`src/rtl/prm_edge_pkg.sv`:
```
// Shared types for the PRM edge-mask accumulation stage: obstacle code width,
// code type and the accumulator state encoding.
package prm_edge_pkg;

   localparam int CODE_W = 15;

   typedef logic [CODE_W-1:0] obs_code_t;

   typedef enum logic [1:0] {
      IDLE,
      ACCUM,
      DRAIN,
      REPORT
   } prm_acc_state_t;

endpackage

```
`src/rtl/prm_obs_code_stage.sv`:
```
// Accept register: captures an accepted obstacle code and presents it, with a
// one-cycle live flag, to every edge checker.
module prm_obs_code_stage
   import prm_edge_pkg::*;
(
   input  logic      clk,
   input  logic      rst_n,
   input  logic      clr,
   input  logic      load,
   input  obs_code_t code,
   output obs_code_t obs_code,
   output logic      obs_vld
);

   // The code holds between beats so checkers see a stable input; only the
   // live flag drops when nothing was accepted.
   always_ff @(posedge clk or negedge rst_n) begin
      if (!rst_n) begin
         obs_code <= '0;
         obs_vld  <= 1'b0;
      end else if (clr) begin
         obs_vld  <= 1'b0;
      end else if (load) begin
         obs_code <= code;
         obs_vld  <= 1'b1;
      end else begin
         obs_vld  <= 1'b0;
      end
   end

endmodule

```
`src/rtl/prm_edge_mask_accum.sv`:
```
// Sticky-ORs per-edge checker masks over a framed obstacle stream and reports
// the blocked-edge bitmap. Optional obstacle counter: PRM_OBS_COUNT_EN.
module prm_edge_mask_accum
   import prm_edge_pkg::*;
#(
   parameter int NUM_EDGES = 64
`ifdef PRM_OBS_COUNT_EN
   ,
   parameter int CNT_W = 16
`endif
)(
   input  logic                 clk,
   input  logic                 rst_n,
   input  logic                 s_valid,
   output logic                 s_ready,
   input  obs_code_t            s_code,
   input  logic                 s_last,
   input  logic                 clr,
   output obs_code_t            obs_code,
   output logic                 obs_vld,
   input  logic [NUM_EDGES-1:0] edge_mask_i,
   output logic                 m_valid,
   input  logic                 m_ready,
   output logic [NUM_EDGES-1:0] m_blocked
`ifdef PRM_OBS_COUNT_EN
   ,
   output logic [CNT_W-1:0]     m_obs_cnt
`endif
);

   prm_acc_state_t       state;
   prm_acc_state_t       state_next;
   logic                 armed;
   logic                 accept;
   logic                 report_done;
   logic [NUM_EDGES-1:0] blocked;

   // armed keeps s_ready low until the first edge after reset release.
   always_ff @(posedge clk or negedge rst_n) begin
      if (!rst_n) begin
         armed <= 1'b0;
         state <= IDLE;
      end else begin
         armed <= 1'b1;
         state <= state_next;
      end
   end

   assign s_ready     = armed && !clr && ((state == IDLE) || (state == ACCUM));
   assign accept      = s_valid && s_ready;
   assign m_valid     = (state == REPORT) && !clr;
   assign report_done = m_valid && m_ready;
   assign m_blocked   = blocked;

   always_comb begin
      state_next = state;
      if (clr) begin
         state_next = IDLE;
      end else begin
         case (state)
            IDLE:    if (accept) state_next = s_last ? DRAIN : ACCUM;
            ACCUM:   if (accept && s_last) state_next = DRAIN;
            DRAIN:   state_next = REPORT;
            REPORT:  if (report_done) state_next = IDLE;
            default: state_next = IDLE;
         endcase
      end
   end

   prm_obs_code_stage u_code_stage (
      .clk      (clk),
      .rst_n    (rst_n),
      .clr      (clr),
      .load     (accept),
      .code     (s_code),
      .obs_code (obs_code),
      .obs_vld  (obs_vld)
   );

   // Mask path kept to a single AND/OR so the checker bank owns the cycle.
   always_ff @(posedge clk or negedge rst_n) begin
      if (!rst_n) begin
         blocked <= '0;
      end else if (clr || report_done) begin
         blocked <= '0;
      end else if (obs_vld) begin
         blocked <= blocked | edge_mask_i;
      end
   end

`ifdef PRM_OBS_COUNT_EN
   logic [CNT_W-1:0] cnt;
   logic [CNT_W-1:0] cnt_inc;

   assign cnt_inc = (cnt == {CNT_W{1'b1}}) ? cnt : cnt + 1'b1;

   // The published count includes the last beat, so latch the incremented value.
   always_ff @(posedge clk or negedge rst_n) begin
      if (!rst_n) begin
         cnt       <= '0;
         m_obs_cnt <= '0;
      end else if (clr || report_done) begin
         cnt       <= '0;
         m_obs_cnt <= '0;
      end else if (accept) begin
         cnt <= cnt_inc;
         if (s_last) m_obs_cnt <= cnt_inc;
      end
   end
`endif

endmodule

```
`config.mk`:
```
export PLATFORM = sky130hd
export DESIGN_NAME = prm_edge_mask_accum
export DESIGN_NICKNAME = d
export VERILOG_FILES = /design/src/rtl/prm_edge_pkg.sv /design/src/rtl/prm_obs_code_stage.sv /design/src/rtl/prm_edge_mask_accum.sv
export SDC_FILE = /design/constraint.sdc
export NUM_CORES = 1
export LEC_CHECK = 0
export ABC_AREA = 1
export BUFFER_PORTS_ARGS = -buffer_cell sky130_fd_sc_hd__buf_2
export CORE_UTILIZATION = 48
export CTS_BUF_LIST = sky130_fd_sc_hd__clkbuf_4 sky130_fd_sc_hd__clkbuf_8 sky130_fd_sc_hd__clkbuf_16
export DETAILED_ROUTE_END_ITERATION = 10
export HOLD_SLACK_MARGIN = 0.06
export PLACE_DENSITY = 0.89
export SLEW_MARGIN = 20
export SYNTH_ARGS = -nofsm -noshare
export SYNTH_HDL_FRONTEND = slang
export SYNTH_HIERARCHICAL = 1
export SYNTH_SLANG_ARGS = --single-unit
```
`constraint.sdc`:
```
create_clock -name clk -period 3.2 [get_ports clk]
set_clock_uncertainty 0.1 [all_clocks]
set_input_delay 0.64 -clock clk [delete_from_list [all_inputs] [get_ports clk]]
set_output_delay 0.64 -clock clk [all_outputs]
set_load 0.005 [all_outputs]
```
======== Word-level counts from Yosys, hierarchy flattened ========
Index checks and enable logic that the tools add are counted.
word-level totals
  register bits ........................... 83
  latch bits .............................. 0
  RAM bits ................................ 0
  memory bits (read-only) ................. 0
  input port bits ......................... 85
  output and inout bits ................... 82
  word-level logic and storage cells ...... 36
  memories ................................ 0
cells by class
  add/subtract/negate cells ............... 0
  multiply operators ...................... 0
  div/mod/pow operators ................... 0
  magnitude comparators ................... 0
  equal/unequal tests ..................... 6
  shift-type cells ........................ 0
  muxes and demuxes ....................... 10
  bitwise gates (word level) .............. 2
  reductions and logical operators ........ 13
operator list
  kind                number
  $mux 64             2
  $or 64x64->64       1
  $mux 2              5
  $pmux 2 s4          1
  $logic_and 1x1->1   6
  $ne 3x3->1 const B  2
  $eq 2x2->1 const B  2
  $ne 3x2->1 const B  1
  $reduce_and 3->1    1
  $eq 2x1->1 const B  1
  $logic_not 2->1     1
  $logic_or 1x1->1    2
  $mux 1              2
  $reduce_and 2->1    1
  $reduce_bool 2->1   1
  $logic_not 1->1     1
  $not 1->1           1

======== Depth between registers and ports, before layout ========
Gate-level depths: netlist of run 1.
  depth in word-level cells ............... 8
  depth in mapped cells ................... 9
  gate-level depth less buffers ........... 9

======== Modules after synthesis ========
Netlist of run 1, hierarchy kept.
by module, submodules not included
  module               instances  cells an instance  area an instance (µm²)  seq. area each (µm²)
  prm_edge_mask_accum  1          243                2,536.2                 1,676.6
  prm_obs_code_stage   1          68                 673.1                   400.4

======== Worst setup path after synthesis of run 1 ========
OpenSTA, ideal clock, no wires.
  path kind ............................... register to output
  start ................................... register state[0]
  end ..................................... output port s_ready
  data arrival time ....................... 0.899 ns
  data required time ...................... 2.460 ns
  path slack .............................. 1.561 ns
  cell stages (with the launch flop) ...... 5
  buffers on the path ..................... 0
  cell sequence ........................... dfrtp_1 > inv_1 > ha_1 > nor2_1 > nor2_2
between the ends
  longest elaborated chain between the ends .. 3
RTL lines
  element                                        RTL line                   RTL
  start: declaration                             prm_edge_mask_accum.sv:31  prm_acc_state_t state;
  start signal: assignment                       prm_edge_mask_accum.sv:45  state <= state_next;
  $eq 2x1->1 or $logic_not 2->1 (tied branches)  prm_edge_mask_accum.sv:49  assign s_ready = armed && !clr && ((state == IDLE) || (state == ACCUM));
  $logic_or 1x1->1 (*)                           prm_edge_mask_accum.sv:49
  $logic_and 1x1->1 (*)                          prm_edge_mask_accum.sv:49
  end: declaration                               prm_edge_mask_accum.sv:15  output logic s_ready,
Mark *: on every way between the ends. The rest lies on a longest branch, timed or not.

======== Worst setup path after layout of run 1 ========
Ends and elaborated chain as after synthesis.

==> impl_metrics.tcl, run 1 <==
set metrics [dict create \
    hp-class "input pin to asynchronous set/reset pin" \
    slowest_delay_ps 400 \
    grt_pass1_vias 2540 \
    cp-start-kind "register" \
    cts_buffers 9 \
    arrival_ps 1500 \
    r2r_cells 4 \
    die_x_microns 83.77 \
    r2r_end "m_blocked[37]$_DFFE_PN0P_" \
    status "finished, final reports clean" \
    cp.required_ps 2460 \
    post-route-period-util_pct 70.01 \
    post_cts_buffers 0 \
    path_cells "inv_1, ha_1, nor2_1, nor2_2, buf_2" \
    netlist_area_sq_mm 0.003209 \
    cts_buffer_depth 2 \
    layout_min_cycle_time_ps 2240 \
    p_per_area_mw_per_mm2 603.7 \
    num_rows 29 \
    ys_types 21 \
    setup-tns-final_ps 0 \
    place_congestion 0.7242 \
    core_sq_mm 0.006386 \
    vias_per_cell 4.895 \
    ff2ff_setup_slack_ps 1340 \
    worstMarginPinSlew_ps 1029 \
    areaGrowthSynthToFinish_pct 32.01 \
    grt_pass1_wl_microns 11790 \
    criticalPathCategory "register to primary output" \
    netlist_instances 311 \
    setup_violations 0 \
    fp.dieH_microns 83.77 \
    ys_warn_count 6 \
    n_antenna_cell 0 \
    num_vias 2712 \
    slowest_stage "dfrtp_1" \
    root_buffer "clkbuf_8" \
    cts.sinks 83 \
    initial_core_util_pct 50.25 \
    total_leakage_power_uw 0.002402 \
    dpl_cell_area_sq_mm 0.004033 \
    syn-num-nets 400 \
    ir_drop_mv 0.3644 \
    r2r_start "state[1]$_DFFE_PN0P_" \
    ys_seq_area_share_pct 64.72 \
    drive_gt1_share_pct 41.72 \
    grtUsageTotal_pct 21.33 \
    crit_path_end_kind "primary output" \
    synth_area_per_cell_sq_um 10.32 \
    htreeDepth 3 \
    routed_wl_microns 7170 \
    dr.pass1.iters 4 \
    ctsHoldBuffers 0 \
    post-dp-hpwl_microns 5312 \
    slew_viol_final 0 \
    max_cap_viol_count 0 \
    ios 167 \
    drc 0 \
    overflow 0 \
    slew_headroom_pct 31.29 \
    ant_nets 0 \
    fin_area_sq_mm 0.004237 \
    path_clk_slew_ps 80 \
    wl_per_cell_microns 12.94 \
    max_freq_mhz 446.4 \
    die_area_sq_mm 0.007017 \
    antenna_found_initial 0 \
    cts_tree "built" \
    io_buffers 166 \
    cts_resized 0 \
    grt_setup_unrepaired "no" \
    hold_viol_final 0 \
    ys_ff_latch 83 \
    insertion_delay_ps 330 \
    final_net_count 563 \
    grt_max_degree 65 \
    drtIter0Drc 133 \
    path_max_fanout 4 \
]
## power by group
group          internal (uW)  switching [uW]  total, uW  leakage [uW]
combinational            236             278        514       0.00118
sequential              1190            89.5       1280       0.00113
clock                    429             338        768     0.0000972
total                   1850             706       2560       0.00240
## synthesized netlist by cell type
cell type	number	area (sq um)
nand2_1	32	120.1
nand2_2	7	43.79
ha_1	4	50.05
buf_8	1	15.01
nor3_1	1	5.000
nor2_2	1	6.260
nor3b_1	1	7.510
inv_2	2	7.510
nand2_8	1	20.02
inv_4	1	6.260
nor2_1	70	262.8
nand3_1	17	85.08
a21oi_1	65	325.3
conb_1	1	3.750
inv_1	6	22.52
buf_4	1	7.510
buf_2	7	35.03
nand3_2	1	10.01
dfrtp_1	83	2077
buf_6	8	90.09
a21oi_2	1	8.760
## kinds of logic (layout without fill, tap and decap cells)
logic type / count (synthesis) / in the layout / synth area share (%)
other cells: 1 / 1 / 0.1168
simple gates: 131 / 131 / 17.47
compound gates: 66 / 66 / 10.41
buf+inv: 26 / 192 / 5.731
fa+ha+maj: 4 / 4 / 1.560
flops: 83 / 83 / 64.72
## worst max-delay path, delay by kind of cell (launching register included)
family / cells / cell delay [ps]
adder cells (fa/ha/maj): 1 / 230
buffers and inverters: 2 / 210
AND/OR/NAND/NOR: 2 / 320
flip-flops: 1 / 400
## layout by cell type, fill, tap and decap left out, types with 3 or more instances in the layout
cell type / synthesis / routed
inv_1: 6 / 6
buf_2: 7 / 165
dfrtp_1: 83 / 82
nand2_1: 32 / 32
nand2_2: 7 / 7
nand3_1: 17 / 17
nor2_1: 70 / 70
a21oi_1: 65 / 65
buf_4: 1 / 3
ha_1: 4 / 4
clkbuf_8: 0 / 9
## cell type report
| type | count | area, sq um |
|---|---|---|
| Clock buffer | 9 | 123.9 |
| Clock inverter | 5 | 80.08 |
| Fill cell | 530 | 2150 |
| Inverter | 9 | 36.28 |
| Multi-Input combinational cell | 202 | 953.4 |
| Sequential cell | 83 | 2078 |
| Tap cell | 77 | 96.34 |
| Timing Repair Buffer | 169 | 868.3 |
## per-stage QoR
stage                     util (%)  power [uW]  std cells  hold WS [ps]  setup slack (ps)
final                        66.34        2557        554         180.0             959.8
after global placement       63.15        1790        540         351.2              1248
after CTS                    66.34        2590        554         188.9             932.3
after detailed placement     63.15        1817        540         358.1              1164
after global routing         66.34        2722        554         206.9             829.3
after floorplan                  -        1571        311         244.4              1561
## metal layers
metal / track usage, % / routed length (microns) / vias to the layer above
met5: 0 / 0 / -
met3: 6.924 / 550 / 6
met1: 27.91 / 2996 / 1254
met4: 6.780 / 45 / 0
li1: - / - / 1332
met2: 33.92 / 3578 / 120
## flip-flops by register name (all words and copies together) (netlist names)
| name | flops |
|---|---|
| armed | 1 |
| m_blocked | 64 |
| state | 2 |
| u_code_stage/obs_code | 15 |
| u_code_stage/obs_vld | 1 |
## worst max path at each step
stage                         start                         to  slack, ps  cells past startpoint
2_1_floorplan  state[0]$_DFFE_PN0P_                    s_ready       1560                      4
3_3_place_gp                    clr  m_blocked[61]$_DFFE_PN0P_       1250                      4
3_5_place_dp                    clr   m_blocked[3]$_DFFE_PN0P_       1160                      4
4_1_cts        state[0]$_DFFE_PN0P_                    s_ready        930                      5
5_1_grt        state[1]$_DFFE_PN0P_                    s_ready        830                      5
6_report       state[0]$_DFFE_PN0P_                    s_ready        960                      5
Power figures use the tool's default switching activity.
==> inputs of run 2 (changes only) <==
Settings changed: CORE_UTILIZATION 48 to 45, PLACE_DENSITY 0.89 to 0.85.
Clock period 3.2 ns to 2.3 ns, I/O delays scaled along.
==> run 2 against run 1 <==
  * Largest power group unchanged
  * Sequential share of layout area decreased by 1.1 points
  * Non-clock buffer count increased by 2
  * Setup slack got worse by 710 ps
  * Routed wire length increased by 1.5%
  * Power increased by 47%
  * Combinational power increased by 44%
  * Sequential cell count unchanged
  * Final area increased by 2.2%
==> impl_metrics.tcl, run 2 (synthesis gave the netlist of run 1 again) <==
set metrics [dict create \
    ir_drop_mv 0.4744 \
    cts_tree "built" \
    hp-class "input pin to register" \
    hold_viol_final 0 \
    cp.required_ps 1740 \
    overflow 0 \
    post-route-period-util_pct 89.15 \
    criticalPathCategory "register to primary output" \
    layout_common_cells "buf_2, dfrtp_1, nor2_1" \
    status "finished, final reports clean" \
    ant_nets 0 \
    worstMarginPinSlew_ps 608.8 \
    dpl_cell_area_sq_mm 0.004076 \
    post-dp-hpwl_microns 5311 \
    area.sequential_sq_mm 0.002078 \
    setup_violations 0 \
    combPwrFrac_pct 19.7 \
    fillers 603 \
    initial_core_util_pct 46.98 \
    io_buffers 166 \
    path_clk_slew_ps 90 \
    p_switching_uw 1033 \
    slew_viol_final 0 \
    grtUsageTotal_pct 20.48 \
    fp.dieH_microns 86.45 \
    total_leakage_power_uw 0.002443 \
    fin_area_sq_mm 0.004330 \
    place_congestion 0.7872 \
    drive_gt1_share_pct 42.00 \
    max_freq_mhz 487.7 \
    p_per_area_mw_per_mm2 867.4 \
    die_area_sq_mm 0.007474 \
    htreeDepth 3 \
    dr.pass1.iters 4 \
    num_vias 2753 \
    grt_pass1_vias 2667 \
    cts_buffer_depth 2 \
    final_net_count 565 \
    clockPowerShare_pct 33.2 \
    wl_per_cell_microns 12.61 \
    antenna_found_initial 0 \
    grt_pass1_wl_microns 11790 \
    n_antenna_cell 0 \
    setup-tns-final_ps 0 \
    areaGrowthSynthToFinish_pct 34.93 \
    die_x_microns 86.45 \
    core_sq_mm 0.006832 \
    cp-start-kind "register" \
    cts_buffers 9 \
    max_cap_viol_count 0 \
    slowest_delay_ps 400 \
    arrival_ps 1490 \
    cts.sinks 83 \
    largest_reg_flops 64 \
    switching_share_pct 27.49 \
    num_rows 30 \
    path_cells "inv_1, ha_1, nor2_1, nor2_2, buf_2" \
    drtIter0Drc 97 \
    vias_per_cell 4.771 \
    grt_max_degree 65 \
    p_seq_share_pct 47.1 \
    hold_path_depth 3 \
    root_buffer "clkbuf_8" \
    routed_wl_microns 7278 \
    ios 167 \
    slew_headroom_pct 59.41 \
    r2r_cells 8 \
    drc 0 \
    slowest_stage "dfrtp_1" \
    cts_resized 0 \
    multi_input_area_sq_um 953.4 \
    crit_path_end_kind "primary output" \
    path_max_fanout 4 \
    insertion_delay_ps 340 \
    power.internal_uw 2724 \
    grt_setup_unrepaired "no" \
    final_common_cell "buf_2" \
    layout_min_cycle_time_ps 2050 \
]
run 2: cell types whose count changed in the layout (fill, tap and decap cells not counted), sizes merged:
cell and change:
clkinv +1, clkinvlp -2, dlygate4sd3 +1, inv +1, bufinv +1, buf +1
clkbuf +1
run 2: worst paths after layout:
check,startpoint,endpoint,slack (ps)
worst min register to register,u_code_stage/obs_code[4]$_DFFE_PN0P_,u_code_stage/obs_code[4]$_DFFE_PN0P_,380
worst min-delay path,s_code[8],u_code_stage/obs_code[8]$_DFFE_PN0P_,260
min in group asynchronous,rst_n,m_blocked[6]$_DFFE_PN0P_,540
worst max-delay path,state[0]$_DFFE_PN0P_,s_ready,250
max in group asynchronous,rst_n,m_blocked[18]$_DFFE_PN0P_,940
worst max register to register,state[0]$_DFFE_PN0P_,u_code_stage/obs_code[5]$_DFFE_PN0P_,600
run 2: cell type report:
class                           instances  area share (%)
Sequential cell                        83           47.99
Multi-Input combinational cell        202           22.02
Timing Repair Buffer                  171           20.75
Clock buffer                           10           3.034
Tap cell                               96           2.774
Clock inverter                          6           2.600
Inverter                                9          0.8379
run 2: power groups by stage:
stage	clock network [uW]	registers, uW	logic [uW]
floorplan	0	1800	384
global placement	0	1790	714
detailed placement	0	1790	749
CTS	1270	1770	750
global route	1340	1790	846
finish	1250	1770	741
run 2: what timing repair did:
item / CTS / global route
hold buffers: 1 / 0
buffers inserted: 0 / 0
hold endpoints to repair: 34 / 0
setup endpoints to repair: 0 / 0
run 2: metal layers:
metal | GRT usage, % | vias up | part of all wire [%]
li1 | - | 1339 | -
met1 | 24.28 | 1283 | 42
met2 | 35.64 | 113 | 49
met3 | 5.048 | 18 | 6.6
met4 | 8.636 | 0 | 2.3
met5 | 0 | - | 0
run 2: metrics by stage:
stage | utilization, % | power [uW] | setup slack (ps) | hold slack, ps | std cells
after floorplan | - | 2186 | 686.6 | 64.41 | 311
after global placement | 59.67 | 2502 | 646.5 | 331.8 | 560
after detailed placement | 59.67 | 2540 | 618.4 | 345.9 | 560
after CTS | 63.39 | 3789 | 234.4 | 237.9 | 577
after global routing | 63.39 | 3977 | 144.9 | 243.0 | 577
final | 63.39 | 3756 | 249.6 | 255.8 | 577
run 2: critical path: cells and delay by family (launching register included):
family | cells | cell delay, ps
adders and majority gates | 1 | 220
DFF | 1 | 400
buffers and inverters | 2 | 210
and+or+nand+nor | 2 | 310
==> inputs of run 3 (changes only) <==
Settings changed: GPL_TIMING_DRIVEN from default to 0.
==> run 3 against run 2 <==
  * Worst hold slack worse by 3.9 ps
  * Routed wire length is 4.1% higher
  * Sequential share of layout area is 0.90 points lower
  * Register-to-register slack worse by 80 ps
  * Utilization is 1.2 points higher
  * Clock power is 11% lower
  * Critical path depth stayed put
  * Critical path type unchanged
==> impl_metrics.tcl, run 3 (synthesis gave the netlist of run 1 again) <==
set metrics [dict create \
    overflow 0 \
    final_common_cell "buf_2" \
    setup-tns-final_ps 0 \
    wl_per_cell_microns 12.85 \
    hold_viol_final 0 \
    n_antenna_cell 0 \
    ctsHoldBuffers 1 \
    die_x_microns 86.45 \
    arrival_ps 1490 \
    final_net_count 579 \
    cts_tree "built" \
    dr.pass1.iters 4 \
    path_clk_slew_ps 80 \
    fillers 595 \
    path_max_fanout 4 \
    cp-start-kind "register" \
    vias_per_cell 4.697 \
    grt_setup_unrepaired "no" \
    cts_buffers 9 \
    cts_buffer_depth 2 \
    die_area_sq_mm 0.007474 \
    status "finished, final reports clean" \
    crit_path_end_kind "primary output" \
    max_freq_mhz 488.9 \
    htreeDepth 3 \
    initial_core_util_pct 46.98 \
    ant_nets 0 \
    largest_reg_flops 64 \
    drtIter0Drc 63 \
    setup_violations 0 \
    dpl_cell_area_sq_mm 0.004190 \
    hp-class "input pin to register" \
    stdcell_count 590 \
    cp-startpoint "state[0]$_DFFE_PN0P_" \
    antenna_found_initial 0 \
    grt_pass1_wl_microns 11960 \
    total_leakage_power_uw 0.002510 \
    drive_gt1_share_pct 43.12 \
    fin_area_sq_mm 0.004410 \
    r2r_start "state[0]$_DFFE_PN0P_" \
    num_vias 2771 \
    p_per_area_mw_per_mm2 828.6 \
    dp.cells 574 \
    drc 0 \
    worstHoldStart "s_code[10]" \
    layout_min_cycle_time_ps 2045 \
    max_cap_viol_count 0 \
    post-dp-hpwl_microns 5856 \
    criticalPathCategory "register to primary output" \
    grt_max_degree 62 \
    cts_resized 0 \
    fp.dieH_microns 86.45 \
    slew_viol_final 0 \
    core_sq_mm 0.006832 \
    io_buffers 166 \
    cp.required_ps 1740 \
    post_cts_buffers 0 \
    areaGrowthSynthToFinish_pct 37.43 \
    cts.sinks 83 \
    num_rows 30 \
    routed_wl_microns 7580 \
    grtUsageTotal_pct 20.84 \
    ios 167 \
    ir_drop_mv 0.5366 \
    root_buffer "clkbuf_8" \
    insertion_delay_ps 330 \
    place_congestion 0.7957 \
    grt_pass1_vias 2723 \
    layout_common_cells "buf_2, dfrtp_1, nor2_1" \
    post-route-period-util_pct 88.93 \
]
## run 3: area by class of cell
type	instances	area, sq um	area share (%)
flip-flops and latches	83	2077	47.09
multi-input cells	202	948.4	21.50
repair buffers	168	870.8	19.74
plain buffers	17	147.6	3.348
clock buffers	10	131.4	2.979
well taps	96	120.1	2.723
clock inverters	5	78.83	1.787
inverters	9	36.28	0.8227
## run 3: where the power goes
part / switching, uW / internal (uW) / leakage, uW
logic: 415 / 363 / 0.00127
clock network: 495 / 617 / 0.000110
registers: 116 / 1650 / 0.00113
total: 1030 / 2630 / 0.00251
## run 3: per-layer routing
layer,share of wire [%],track usage [%]
met1,40,22.87
met2,53,39.61
met3,5.5,4.095
met4,1.0,7.727
met5,0,0
## run 3: metrics by stage
stage	power (uW)	hold slack [ps]	utilization [%]	setup slack, ps
after CTS	3691	238.6	64.56	230.0
after floorplan	2186	64.41	-	686.6
after global placement	2524	350.2	60.90	126.9
after detailed placement	2581	270.1	61.34	499.2
after global routing	3863	251.4	64.56	134.0
final	3655	251.9	64.56	254.7
## run 3: worst max-delay path: stages, from the launching register on
cell and delay (ps):
dfrtp_1 400, inv_1 90, ha_1 240, nor2_1 220, nor2_2 80, buf_2 130
## run 3: worst paths after layout
kind / to / slack, ps / cells after the start
max in group asynchronous: state[0]$_DFFE_PN0P_ / 1060 / 3
max reg2reg: u_code_stage/obs_code[5]$_DFFE_PN0P_ / 520 / 9
min: u_code_stage/obs_code[10]$_DFFE_PN0P_ / 250 / 3
min in group asynchronous: m_blocked[19]$_DFFE_PN0P_ / 460 / 2
min reg2reg: u_code_stage/obs_code[2]$_DFFE_PN0P_ / 370 / 2
max: s_ready / 250 / 5
